===== src/rtl/muldiv_if.sv =====
// Handshake bundle for the RV32M multiply/divide unit.
// master: execute-stage issue/consume side; slave: the muldiv_unit engine.
interface muldiv_if #(
  parameter int unsigned DATA_WIDTH = 32,
  parameter int unsigned OP_WIDTH   = 3
);
  logic                  flush;
  logic                  in_valid;
  logic                  in_ready;
  logic [OP_WIDTH-1:0]   op;
  logic [DATA_WIDTH-1:0] a;
  logic [DATA_WIDTH-1:0] b;
  logic                  out_valid;
  logic                  out_ready;
  logic [DATA_WIDTH-1:0] result;
  logic                  busy;

  modport master (
    output flush, in_valid, op, a, b, out_ready,
    input  in_ready, out_valid, result, busy
  );

  modport slave (
    input  flush, in_valid, op, a, b, out_ready,
    output in_ready, out_valid, result, busy
  );
endinterface


===== src/rtl/muldiv_unit.sv =====
// Iterative RV32M multiply/divide engine (MUL/MULH/MULHSU/MULHU/DIV/DIVU/REM/REMU).
// One bit per cycle: shift-add multiply or restoring divide on magnitudes, sign fixed at the end.
// Optional feature: define MULDIV_EARLY_OUT_EN to finish in one cycle on zero multiply operands
// and on divides with |a| < |b|.
module muldiv_unit #(
  parameter int unsigned DATA_WIDTH = 32,
  parameter int unsigned OP_WIDTH   = 3,
  parameter int unsigned CNT_WIDTH  = $clog2(DATA_WIDTH) + 1
) (
  input logic     clk,
  input logic     rst_n,
  muldiv_if.slave bus
);

  localparam logic [1:0] StIdle = 2'd0;
  localparam logic [1:0] StCalc = 2'd1;
  localparam logic [1:0] StDone = 2'd2;

  localparam logic [OP_WIDTH-1:0] OpMulh   = OP_WIDTH'(1);
  localparam logic [OP_WIDTH-1:0] OpMulhsu = OP_WIDTH'(2);
  localparam logic [OP_WIDTH-1:0] OpDiv    = OP_WIDTH'(4);
  localparam logic [OP_WIDTH-1:0] OpRem    = OP_WIDTH'(6);

  localparam logic [DATA_WIDTH-1:0] MinNeg  = {1'b1, {(DATA_WIDTH-1){1'b0}}};
  localparam logic [CNT_WIDTH-1:0]  CntLast = CNT_WIDTH'(DATA_WIDTH - 1);

  logic [1:0]              r_state, w_state_nxt;
  logic [OP_WIDTH-1:0]     r_op, w_op_nxt;
  logic [CNT_WIDTH-1:0]    r_cnt, w_cnt_nxt;
  // Multiply: {hi, lo=multiplier}; divide: {remainder, quotient/dividend}.
  logic [2*DATA_WIDTH-1:0] r_acc, w_acc_nxt;
  logic [DATA_WIDTH-1:0]   r_opb, w_opb_nxt;
  logic                    r_negq, w_negq_nxt;
  logic                    r_negr, w_negr_nxt;
  logic [DATA_WIDTH-1:0]   r_result, w_result_nxt;

  logic                    w_is_div, w_is_rem;
  logic                    w_a_signed, w_b_signed, w_a_neg, w_b_neg;
  logic [DATA_WIDTH-1:0]   w_abs_a, w_abs_b;
  logic                    w_b_zero, w_ovf, w_early, w_fast;
  logic [DATA_WIDTH-1:0]   w_fast_res;
  logic [DATA_WIDTH:0]     w_mul_sum;
  logic [DATA_WIDTH+1:0]   w_div_diff;
  logic [2*DATA_WIDTH-1:0] w_mul_step, w_div_step, w_acc_step, w_prod_s;
  logic [DATA_WIDTH-1:0]   w_quo, w_rem, w_final;

  // Operand decode at issue
  assign w_is_div   = bus.op[2];
  assign w_is_rem   = bus.op[1];
  assign w_a_signed = (bus.op == OpMulh) || (bus.op == OpMulhsu) ||
                      (bus.op == OpDiv)  || (bus.op == OpRem);
  assign w_b_signed = (bus.op == OpMulh) || (bus.op == OpDiv) || (bus.op == OpRem);
  assign w_a_neg    = w_a_signed & bus.a[DATA_WIDTH-1];
  assign w_b_neg    = w_b_signed & bus.b[DATA_WIDTH-1];
  assign w_abs_a    = w_a_neg ? (-bus.a) : bus.a;
  assign w_abs_b    = w_b_neg ? (-bus.b) : bus.b;
  assign w_b_zero   = (bus.b == '0);
  assign w_ovf      = w_b_signed && w_is_div && (bus.a == MinNeg) && (bus.b == '1);

`ifdef MULDIV_EARLY_OUT_EN
  assign w_early = w_is_div ? (w_abs_a < w_abs_b) : ((bus.a == '0) || (bus.b == '0));
`else
  assign w_early = 1'b0;
`endif

  assign w_fast = (w_is_div && (w_b_zero || w_ovf)) || w_early;

  // One-cycle results: divide by zero, signed overflow, early-outs
  always_comb begin
    w_fast_res = '0;
    if (w_is_div) begin
      if (w_b_zero)   w_fast_res = w_is_rem ? bus.a : '1;
      else if (w_ovf) w_fast_res = w_is_rem ? '0 : bus.a;
      else            w_fast_res = w_is_rem ? bus.a : '0;
    end
  end

  // Single iteration of shift-add multiply and restoring divide
  assign w_mul_sum  = {1'b0, r_acc[2*DATA_WIDTH-1:DATA_WIDTH]} +
                      (r_acc[0] ? {1'b0, r_opb} : '0);
  assign w_mul_step = {w_mul_sum, r_acc[DATA_WIDTH-1:1]};
  assign w_div_diff = {1'b0, r_acc[2*DATA_WIDTH-1:DATA_WIDTH], r_acc[DATA_WIDTH-1]} -
                      {2'b00, r_opb};
  // Remainder MSB is always clear when restoring, so dropping it on the shift is safe.
  assign w_div_step = w_div_diff[DATA_WIDTH+1] ? {r_acc[2*DATA_WIDTH-2:0], 1'b0} :
                      {w_div_diff[DATA_WIDTH-1:0], r_acc[DATA_WIDTH-2:0], 1'b1};
  assign w_acc_step = r_op[2] ? w_div_step : w_mul_step;

  // Sign correction and half/quotient/remainder select on the final iteration
  assign w_prod_s = r_negq ? (-w_acc_step) : w_acc_step;
  assign w_quo    = r_negq ? (-w_acc_step[DATA_WIDTH-1:0]) : w_acc_step[DATA_WIDTH-1:0];
  assign w_rem    = r_negr ? (-w_acc_step[2*DATA_WIDTH-1:DATA_WIDTH]) :
                    w_acc_step[2*DATA_WIDTH-1:DATA_WIDTH];
  assign w_final  = r_op[2] ? (r_op[1] ? w_rem : w_quo) :
                    ((r_op[1:0] == 2'b00) ? w_prod_s[DATA_WIDTH-1:0] :
                     w_prod_s[2*DATA_WIDTH-1:DATA_WIDTH]);

  // Next-state: flush dominates, then IDLE/CALC/DONE sequencing
  always_comb begin
    w_state_nxt  = r_state;
    w_op_nxt     = r_op;
    w_cnt_nxt    = r_cnt;
    w_acc_nxt    = r_acc;
    w_opb_nxt    = r_opb;
    w_negq_nxt   = r_negq;
    w_negr_nxt   = r_negr;
    w_result_nxt = r_result;
    if (bus.flush) begin
      w_state_nxt = StIdle;
    end else begin
      case (r_state)
        StIdle: begin
          if (bus.in_valid) begin
            w_op_nxt   = bus.op;
            w_cnt_nxt  = '0;
            w_negq_nxt = w_a_neg ^ w_b_neg;
            w_negr_nxt = w_a_neg;
            if (w_fast) begin
              w_result_nxt = w_fast_res;
              w_state_nxt  = StDone;
            end else begin
              w_state_nxt = StCalc;
              if (w_is_div) begin
                w_acc_nxt = {{DATA_WIDTH{1'b0}}, w_abs_a};
                w_opb_nxt = w_abs_b;
              end else begin
                w_acc_nxt = {{DATA_WIDTH{1'b0}}, w_abs_b};
                w_opb_nxt = w_abs_a;
              end
            end
          end
        end
        StCalc: begin
          w_acc_nxt = w_acc_step;
          w_cnt_nxt = r_cnt + CNT_WIDTH'(1);
          if (r_cnt == CntLast) begin
            w_result_nxt = w_final;
            w_state_nxt  = StDone;
          end
        end
        StDone: begin
          if (bus.out_ready) w_state_nxt = StIdle;
        end
        default: w_state_nxt = StIdle;
      endcase
    end
  end

  // State and datapath registers
  always_ff @(posedge clk or negedge rst_n) begin
    if (!rst_n) begin
      r_state  <= StIdle;
      r_op     <= '0;
      r_cnt    <= '0;
      r_acc    <= '0;
      r_opb    <= '0;
      r_negq   <= 1'b0;
      r_negr   <= 1'b0;
      r_result <= '0;
    end else begin
      r_state  <= w_state_nxt;
      r_op     <= w_op_nxt;
      r_cnt    <= w_cnt_nxt;
      r_acc    <= w_acc_nxt;
      r_opb    <= w_opb_nxt;
      r_negq   <= w_negq_nxt;
      r_negr   <= w_negr_nxt;
      r_result <= w_result_nxt;
    end
  end

  assign bus.in_ready  = (r_state == StIdle);
  assign bus.out_valid = (r_state == StDone);
  assign bus.busy      = (r_state != StIdle);
  assign bus.result    = r_result;

endmodule


===== src/flat_wrapper.sv =====
// flat-port wrapper written by rule: the top's interface ports become plain ports
module muldiv_unit_flat 
#(
  parameter int unsigned DATA_WIDTH = 32,
  parameter int unsigned OP_WIDTH   = 3,
  parameter int unsigned CNT_WIDTH  = $clog2(DATA_WIDTH) + 1
)
  (clk, rst_n, bus_flush, bus_in_valid, bus_op, bus_a, bus_b, bus_out_ready, bus_in_ready, bus_out_valid, bus_result, bus_busy);
  muldiv_if #(.DATA_WIDTH(DATA_WIDTH), .OP_WIDTH(OP_WIDTH)) bus_i ();
  input logic clk;
  input logic rst_n;
  input wire logic [$bits(bus_i.flush)-1:0] bus_flush;
  input wire logic [$bits(bus_i.in_valid)-1:0] bus_in_valid;
  input wire logic [$bits(bus_i.op)-1:0] bus_op;
  input wire logic [$bits(bus_i.a)-1:0] bus_a;
  input wire logic [$bits(bus_i.b)-1:0] bus_b;
  input wire logic [$bits(bus_i.out_ready)-1:0] bus_out_ready;
  output wire logic [$bits(bus_i.in_ready)-1:0] bus_in_ready;
  output wire logic [$bits(bus_i.out_valid)-1:0] bus_out_valid;
  output wire logic [$bits(bus_i.result)-1:0] bus_result;
  output wire logic [$bits(bus_i.busy)-1:0] bus_busy;
  assign bus_i.flush = bus_flush;
  assign bus_i.in_valid = bus_in_valid;
  assign bus_i.op = bus_op;
  assign bus_i.a = bus_a;
  assign bus_i.b = bus_b;
  assign bus_i.out_ready = bus_out_ready;
  assign bus_in_ready = bus_i.in_ready;
  assign bus_out_valid = bus_i.out_valid;
  assign bus_result = bus_i.result;
  assign bus_busy = bus_i.busy;
  muldiv_unit #(.DATA_WIDTH(DATA_WIDTH), .OP_WIDTH(OP_WIDTH), .CNT_WIDTH(CNT_WIDTH)) u_core (.clk(clk), .rst_n(rst_n), .bus(bus_i));
endmodule

===== config.mk =====
export PLATFORM = sky130hd
export DESIGN_NAME = muldiv_unit_flat
export DESIGN_NICKNAME = d
export VERILOG_FILES = /design/src/rtl/muldiv_if.sv /design/src/rtl/muldiv_unit.sv /design/src/flat_wrapper.sv
export SDC_FILE = /design/constraint.sdc
export NUM_CORES = 1
export LEC_CHECK = 0
export BUFFER_PORTS_ARGS = -buffer_cell sky130_fd_sc_hd__buf_2
export CAP_MARGIN = 20
export CORE_MARGIN = 2
export CORE_UTILIZATION = 50
export DETAILED_ROUTE_END_ITERATION = 16
export PLACE_DENSITY = 0.83
export SLEW_MARGIN = 20
export SYNTH_ARGS = -nofsm -noshare
export SYNTH_HDL_FRONTEND = slang
export SYNTH_SLANG_ARGS = --single-unit

===== constraint.sdc =====
create_clock -name clk -period 5 [get_ports clk]
set_clock_uncertainty 0.1 [all_clocks]
set_input_delay 1 -clock clk [delete_from_list [all_inputs] [get_ports clk]]
set_output_delay 1 -clock clk [all_outputs]
set_load 0.03 [all_outputs]

==> results of run 1 <==
## metal layers
layer	up-vias	routed length, um	part of all wire, %	track usage, %
li1	8320	-	-	-
met1	8774	25700	39	50.9
met2	1322	27700	42	56.7
met3	282	8210	12	10.1
met4	2	4440	6.7	23.7
met5	-	12	0.018	0
## cell type report
type / count / area (um2)
diodes: 4 / 10.0
flip-flops and latches: 141 / 3530
clock inverters: 12 / 186
repair buffers: 269 / 1800
well taps: 402 / 503
clock buffers: 19 / 433
fillers: 2865 / 12900
inverters: 74 / 278
multi-input cells: 1839 / 11800
## flip-flops by register name (all words and copies together) (netlist names)
signal	cells
u_core.r_acc	64
u_core.r_cnt	6
u_core.r_op	3
u_core.r_opb	32
u_core.r_state	2
u_core.r_negq	1
u_core.bus.result	32
u_core.r_negr	1
## timing repair
item | CTS | global route
gates resized for setup | 1 | 28
setup endpoints to repair | 1 | 18
buffers inserted | 2 | 5
pin swaps | 0 | 6
## metrics by stage
stage / setup TNS [ps] / total power (uW) / hold WS (ps)
floorplan: 0 / 5880 / 363
global placement: 0 / 8190 / 367
detailed placement: -58.4 / 8310 / 386
CTS: 0 / 9750 / 401
global route: -80.2 / 10700 / 410
finish: 0 / 10200 / 400
## critical path: stages (launching register included)
cell      delay [ps]
dfrtp_1          440
ha_2             430
nand4_1          170
or3_4            400
nor3_4           280
o31ai_4          140
buf_4            220
nand2_1          130
buf_4            250
o221ai_2         170
buf_4            200
nor4_4           380
and3_4           290
nand4_1          120
buf_4            170
o211ai_1         150
a21oi_1          110
a211oi_2         370
buf_4            180
o221ai_1         110
## where the power goes
group	leakage (uW)	total, uW	switching [uW]	internal [uW]
clock network	0.000296	1420	580	839
registers	0.00180	1680	306	1370
logic	0.00576	7140	4460	2680
## cell families (layout without fill, tap and decap cells)
logic type | Yosys count | in the layout | share of synthesized area (%)
buf+inv | 203 | 374 | 5.09
mux | 52 | 52 | 3.34
xor+xnor | 181 | 181 | 9.95
simple gates | 753 | 753 | 22.7
compound gates | 781 | 781 | 31.1
flops | 141 | 141 | 22.1
fa+ha+maj | 72 | 72 | 5.75
other cells | 0 | 4 | 0
## how the worst min path moves through the flow
stage	from	end	slack, ps	cells after the start
after floorplan	u_core.r_opb[18]$_DFFE_PN0P_	u_core.r_opb[18]$_DFFE_PN0P_	360	2
after global placement	u_core.bus.result[8]$_DFFE_PN0P_	u_core.bus.result[8]$_DFFE_PN0P_	370	2
after detailed placement	u_core.bus.result[16]$_DFFE_PN0P_	u_core.bus.result[16]$_DFFE_PN0P_	390	2
after CTS	u_core.bus.result[16]$_DFFE_PN0P_	u_core.bus.result[16]$_DFFE_PN0P_	400	2
after global routing	u_core.bus.result[16]$_DFFE_PN0P_	u_core.bus.result[16]$_DFFE_PN0P_	410	2
final	u_core.bus.result[16]$_DFFE_PN0P_	u_core.bus.result[16]$_DFFE_PN0P_	400	2
## placed cells by master (no fill, tap or decap), types with 42 or more instances in the layout
master   synthesis  routed
nand2_1        243     241
o21ai_0        238     236
and2_1          46      45
xor2_1          79      79
buf_4            7     160
buf_2           18     105
inv_1           74      74
ha_1            70      63
nor2_1         202     200
a21oi_1        192     191
mux2i_1         42      42
nand3_1         45      44
nor3_1          61      60
dfrtp_1        141     139
xnor2_1        102     102
==> flow_summary.json, run 1 <==
{
  "reg2regPathDepth": 19,
  "via_per_inst": 6.78,
  "power_density_mw_per_mm2": 552,
  "fin_util_pct": 58.9,
  "ff2ff_setup_slack_ps": 30,
  "synthFlopType": "dfrtp_1",
  "ir_drop_uv": 358,
  "antenna_found_initial": 8,
  "hp-class": "flop to flop",
  "path_class": "flop to flop",
  "synth_edf_count": 0,
  "htreeDepth": 4,
  "timing.final.ws_setup_ps": 26.2,
  "finalMaxSlewViolations": 0,
  "cts.sinks": 141,
  "cts_buffer_depth": 2,
  "post-place-cells": 2718,
  "critPathRequiredTime_ps": 5210,
  "finalInstanceArea_mm2": 0.0185,
  "hold_viol_final": 0,
  "drtAntennaViolNets": 0,
  "hold_buffers": 0,
  "tritoncts": "built",
  "core_area_mm2": 0.0315,
  "maxCapViolations": 0,
  "initial_utilization_pct": 50.6,
  "worst_pin_slew_ps": 1070,
  "drtIter0Drc": 2622,
  "dp_hpwl_um": 51000,
  "drt-total-wl_um": 66000,
  "synthToLayoutAreaGrowth_pct": 16.3,
  "track_usage_pct": 38.7,
  "synthArstFlopShare_pct": 100,
  "yosysSeqAreaShare_pct": 22.1,
  "root_buffer": "clkbuf_16",
  "syn_inst": 2183,
  "crit_arrival_ps": 5180,
  "crit_path_start": "u_core.r_acc[49]$_DFFE_PN0P_",
  "finalCriticalPeriod_ps": 4970,
  "yosys_warnings": 0,
  "cp-endpoint": "u_core.bus.result[29]$_DFFE_PN0P_",
  "final_cells": 2760,
  "ys_seq_elements": 141,
  "cts_inserted_buffers": 17,
  "synth_area_leaders": "dfrtp_1, o21ai_0, a21oi_1, nand2_1, xnor2_1",
  "leakage_uw": 0.00786,
  "r2r-start": "u_core.r_acc[49]$_DFFE_PN0P_",
  "start_kind": "flop",
  "grt_pass1_vias": 17219,
  "synth_most_common_cell": "nand2_1",
  "die_area_mm2": 0.0333,
  "syn_avg_cell_area_um2": 7.30,
  "clk_pin_slew_worst_paths_ps": 70,
  "synth_cell_type_count": 93,
  "yosys.area.top_type": "dfrtp_1",
  "dp_slack_ps": -58.4,
  "yosys-top-cells-count": "nand2_1, o21ai_0, nor2_1",
  "grt_pass1_wl_um": 99500,
  "die_y_um": 183,
  "r2r_end": "u_core.bus.result[29]$_DFFE_PN0P_",
  "syn_nets": 2327,
  "status": "completed",
  "num_vias": 18700,
  "post-route-period-util_pct": 99.5,
  "clock_latency_ps": 450,
  "grt_overflow": 0,
  "finalSetupViolCount": 0,
  "drcViolationCount": 0,
  "relSlewSlack_pct": 28.6,
  "synth_top_area_share_pct": 22.1,
  "dr.pass1.iters": 8,
  "portBuffers": 106,
  "cp_max_fo": 11,
  "end_kind": "flop",
  "layout.nets": 2486,
  "placementRows": 65,
  "wl_per_cell_um": 23.9,
  "syn-cell-area_mm2": 0.0159,
  "placed_cell_area_mm2": 0.0177,
  "io_pins": 107,
  "max_freq_mhz": 201,
  "die_w_um": 183,
  "drive_above_1_share_pct": 16.7,
  "grt_max_degree": 100,
  "place_congestion": 1.09
}
No activity file was read; power rests on OpenSTA's default activity.
==> run 2, diff against run 1 <==
--- a/config.mk
+++ b/config.mk
@@ -11,4 +11,6 @@
 export CORE_UTILIZATION = 50
+export CTS_BUF_LIST = sky130_fd_sc_hd__clkbuf_4 sky130_fd_sc_hd__clkbuf_8
 export DETAILED_ROUTE_END_ITERATION = 16
 export PLACE_DENSITY = 0.83
+export REMOVE_ABC_BUFFERS = 1
 export SLEW_MARGIN = 20
--- a/constraint.sdc
+++ b/constraint.sdc
@@ -4,2 +4,2 @@
 set_output_delay 1 -clock clk [all_outputs]
-set_load 0.03 [all_outputs]
+set_load 0.005 [all_outputs]
==> flow_summary.json, run 2 (synthesis gave the netlist of run 1 again) <==
{
  "tns_ps": 0,
  "final_cells": 2787,
  "tritoncts": "built",
  "largest_register_ffs": 64,
  "portBuffers": 106,
  "core_area_mm2": 0.0315,
  "fin_total_pwr_uw": 9710,
  "crit_path_cell_trace": "ha_2, and3_1, nand2_1, a21o_1, o21a_1, nand3_2, o21ai_2, ha_2, o211ai_1, or2_1, or2_1, or2_1, nor2_2, nand2_1, or4b_4, nand2b_1, nand2_1, xor2_1, a221o_1, nand3_1",
  "initial_utilization_pct": 50.6,
  "slowest_stage": "or4b_4",
  "synthToLayoutAreaGrowth_pct": 16.4,
  "grt_max_degree": 113,
  "worst_pin_slew_ps": 1120,
  "power_density_mw_per_mm2": 523,
  "place_congestion": 1.04,
  "layout.nets": 2516,
  "dr.pass1.iters": 6,
  "relSlewSlack_pct": 25.0,
  "start_kind": "flop",
  "track_usage_pct": 36.9,
  "cts_inserted_buffers": 17,
  "fin_util_pct": 59.0,
  "grt_pass1_wl_um": 95500,
  "wl_per_cell_um": 22.4,
  "critPathRequiredTime_ps": 5260,
  "diodes": 0,
  "drive_above_1_share_pct": 17.4,
  "num_vias": 18233,
  "path_class": "flop to flop",
  "multiInputGateArea_mm2": 0.0118,
  "clk_pin_slew_worst_paths_ps": 90,
  "placementRows": 65,
  "status": "completed",
  "max_freq_mhz": 207,
  "post-place-cells": 2743,
  "hp-class": "flop to flop",
  "die_y_um": 183,
  "die_area_mm2": 0.0333,
  "io_pins": 107,
  "finalCriticalPeriod_ps": 4830,
  "grt_overflow": 0,
  "final_cell_mix": "nand2_1, o21ai_0, nor2_1",
  "via_per_inst": 6.54,
  "antenna_found_initial": 0,
  "ir_drop_uv": 222,
  "maxCapViolations": 0,
  "die_w_um": 183,
  "finalMaxSlewViolations": 0,
  "hold_buffers": 0,
  "cpPeakStageDelay_ps": 600,
  "root_buffer": "clkbuf_8",
  "drcViolationCount": 0,
  "finalInstanceArea_mm2": 0.0186,
  "finalSetupViolCount": 0,
  "grt_pass1_vias": 17111,
  "drt-total-wl_um": 62600,
  "crit_arrival_ps": 5090,
  "post-route-period-util_pct": 96.6,
  "drtIter0Drc": 1911,
  "placed_cell_area_mm2": 0.0179,
  "cts_buffer_depth": 2,
  "layout_commonest_cell": "nand2_1",
  "htreeDepth": 4,
  "end_kind": "flop",
  "largest-register": "u_core.r_acc",
  "dp_hpwl_um": 49000,
  "fill_cells": 2914,
  "cts.sinks": 141,
  "layout.area.seq_mm2": 0.00353,
  "clock_latency_ps": 490,
  "leakage_uw": 0.00792,
  "cp_max_fo": 7,
  "hold_viol_final": 0,
  "drtAntennaViolNets": 0
}
run 2: changes by cell type in the layout (fill, tap and decap cells not counted), sizes merged:
cell      change
clkbuf        +2
buf          +29
inv           +1
clkinv        +3
clkinvlp      -2
diode         -4
bufinv        -2
run 2: what timing repair did:
item                                    4_1_cts  5_1_grt
endpoints found under the setup margin        0       14
setup buffers                                 0       12
gates resized for setup                       0       29
run 2: path summary, 6_finish.rpt:
check / depth (start not counted) / slack [ps] / start / to
worst max register to register: 20 / 170 / u_core.r_acc[58]$_DFFE_PN0P_ / u_core.bus.result[14]$_DFFE_PN0P_
worst min register to register: 2 / 410 / u_core.r_opb[12]$_DFFE_PN0P_ / u_core.r_opb[12]$_DFFE_PN0P_
worst max-delay path: 20 / 170 / u_core.r_acc[58]$_DFFE_PN0P_ / u_core.bus.result[14]$_DFFE_PN0P_
min in group asynchronous: 1 / 520 / rst_n / u_core.r_acc[58]$_DFFE_PN0P_
worst min-delay path: 2 / 410 / u_core.r_opb[12]$_DFFE_PN0P_ / u_core.r_opb[12]$_DFFE_PN0P_
max in group asynchronous: 2 / 3180 / rst_n / u_core.r_acc[31]$_DFFE_PN0P_
run 2: critical path, delay by kind of cell (launching register included):
kind                     cells  cell delay, ps
adder cells (fa/ha/maj)      2             560
XOR/XNOR                     1             200
AO/OA/AOI/OAI                5             910
flip-flops                   1             430
AND/OR/NAND/NOR             12            2480
run 2: layout make-up:
| type | instances | share of cell area, % |
|---|---|---|
| clock buffer | 20 | 1.48 |
| clock inverter | 12 | 0.715 |
| inverter | 74 | 1.50 |
| multi-input combinational | 1839 | 63.4 |
| sequential | 141 | 19.0 |
| tap | 402 | 2.71 |
| timing repair buffer | 299 | 11.1 |
run 2: stage by stage:
stage | setup WS (ps) | hold slack (ps)
5_1_grt | -46.1 | 437
4_1_cts | 36.3 | 405
2_1_floorplan | -1740 | 363
6_report | 171 | 410
3_5_place_dp | 85.2 | 386
3_3_place_gp | 153 | 379
run 2: power by group:
| part | leakage [uW] | total, uW | internal, uW | switching, uW |
|---|---|---|---|---|
| registers | 0.00180 | 1650 | 1370 | 276 |
| logic | 0.00590 | 7060 | 2780 | 4280 |
| clock network | 0.000214 | 1000 | 487 | 512 |
run 2: metal layers:
metal | GRT usage [%] | wire [um] | up-vias
met2 | 58.4 | 28000 | 1043
met4 | 18.6 | 3060 | 0
met3 | 7.36 | 6010 | 190
li1 | - | - | 8375
met5 | 0 | 0 | -
met1 | 47.9 | 25500 | 8625
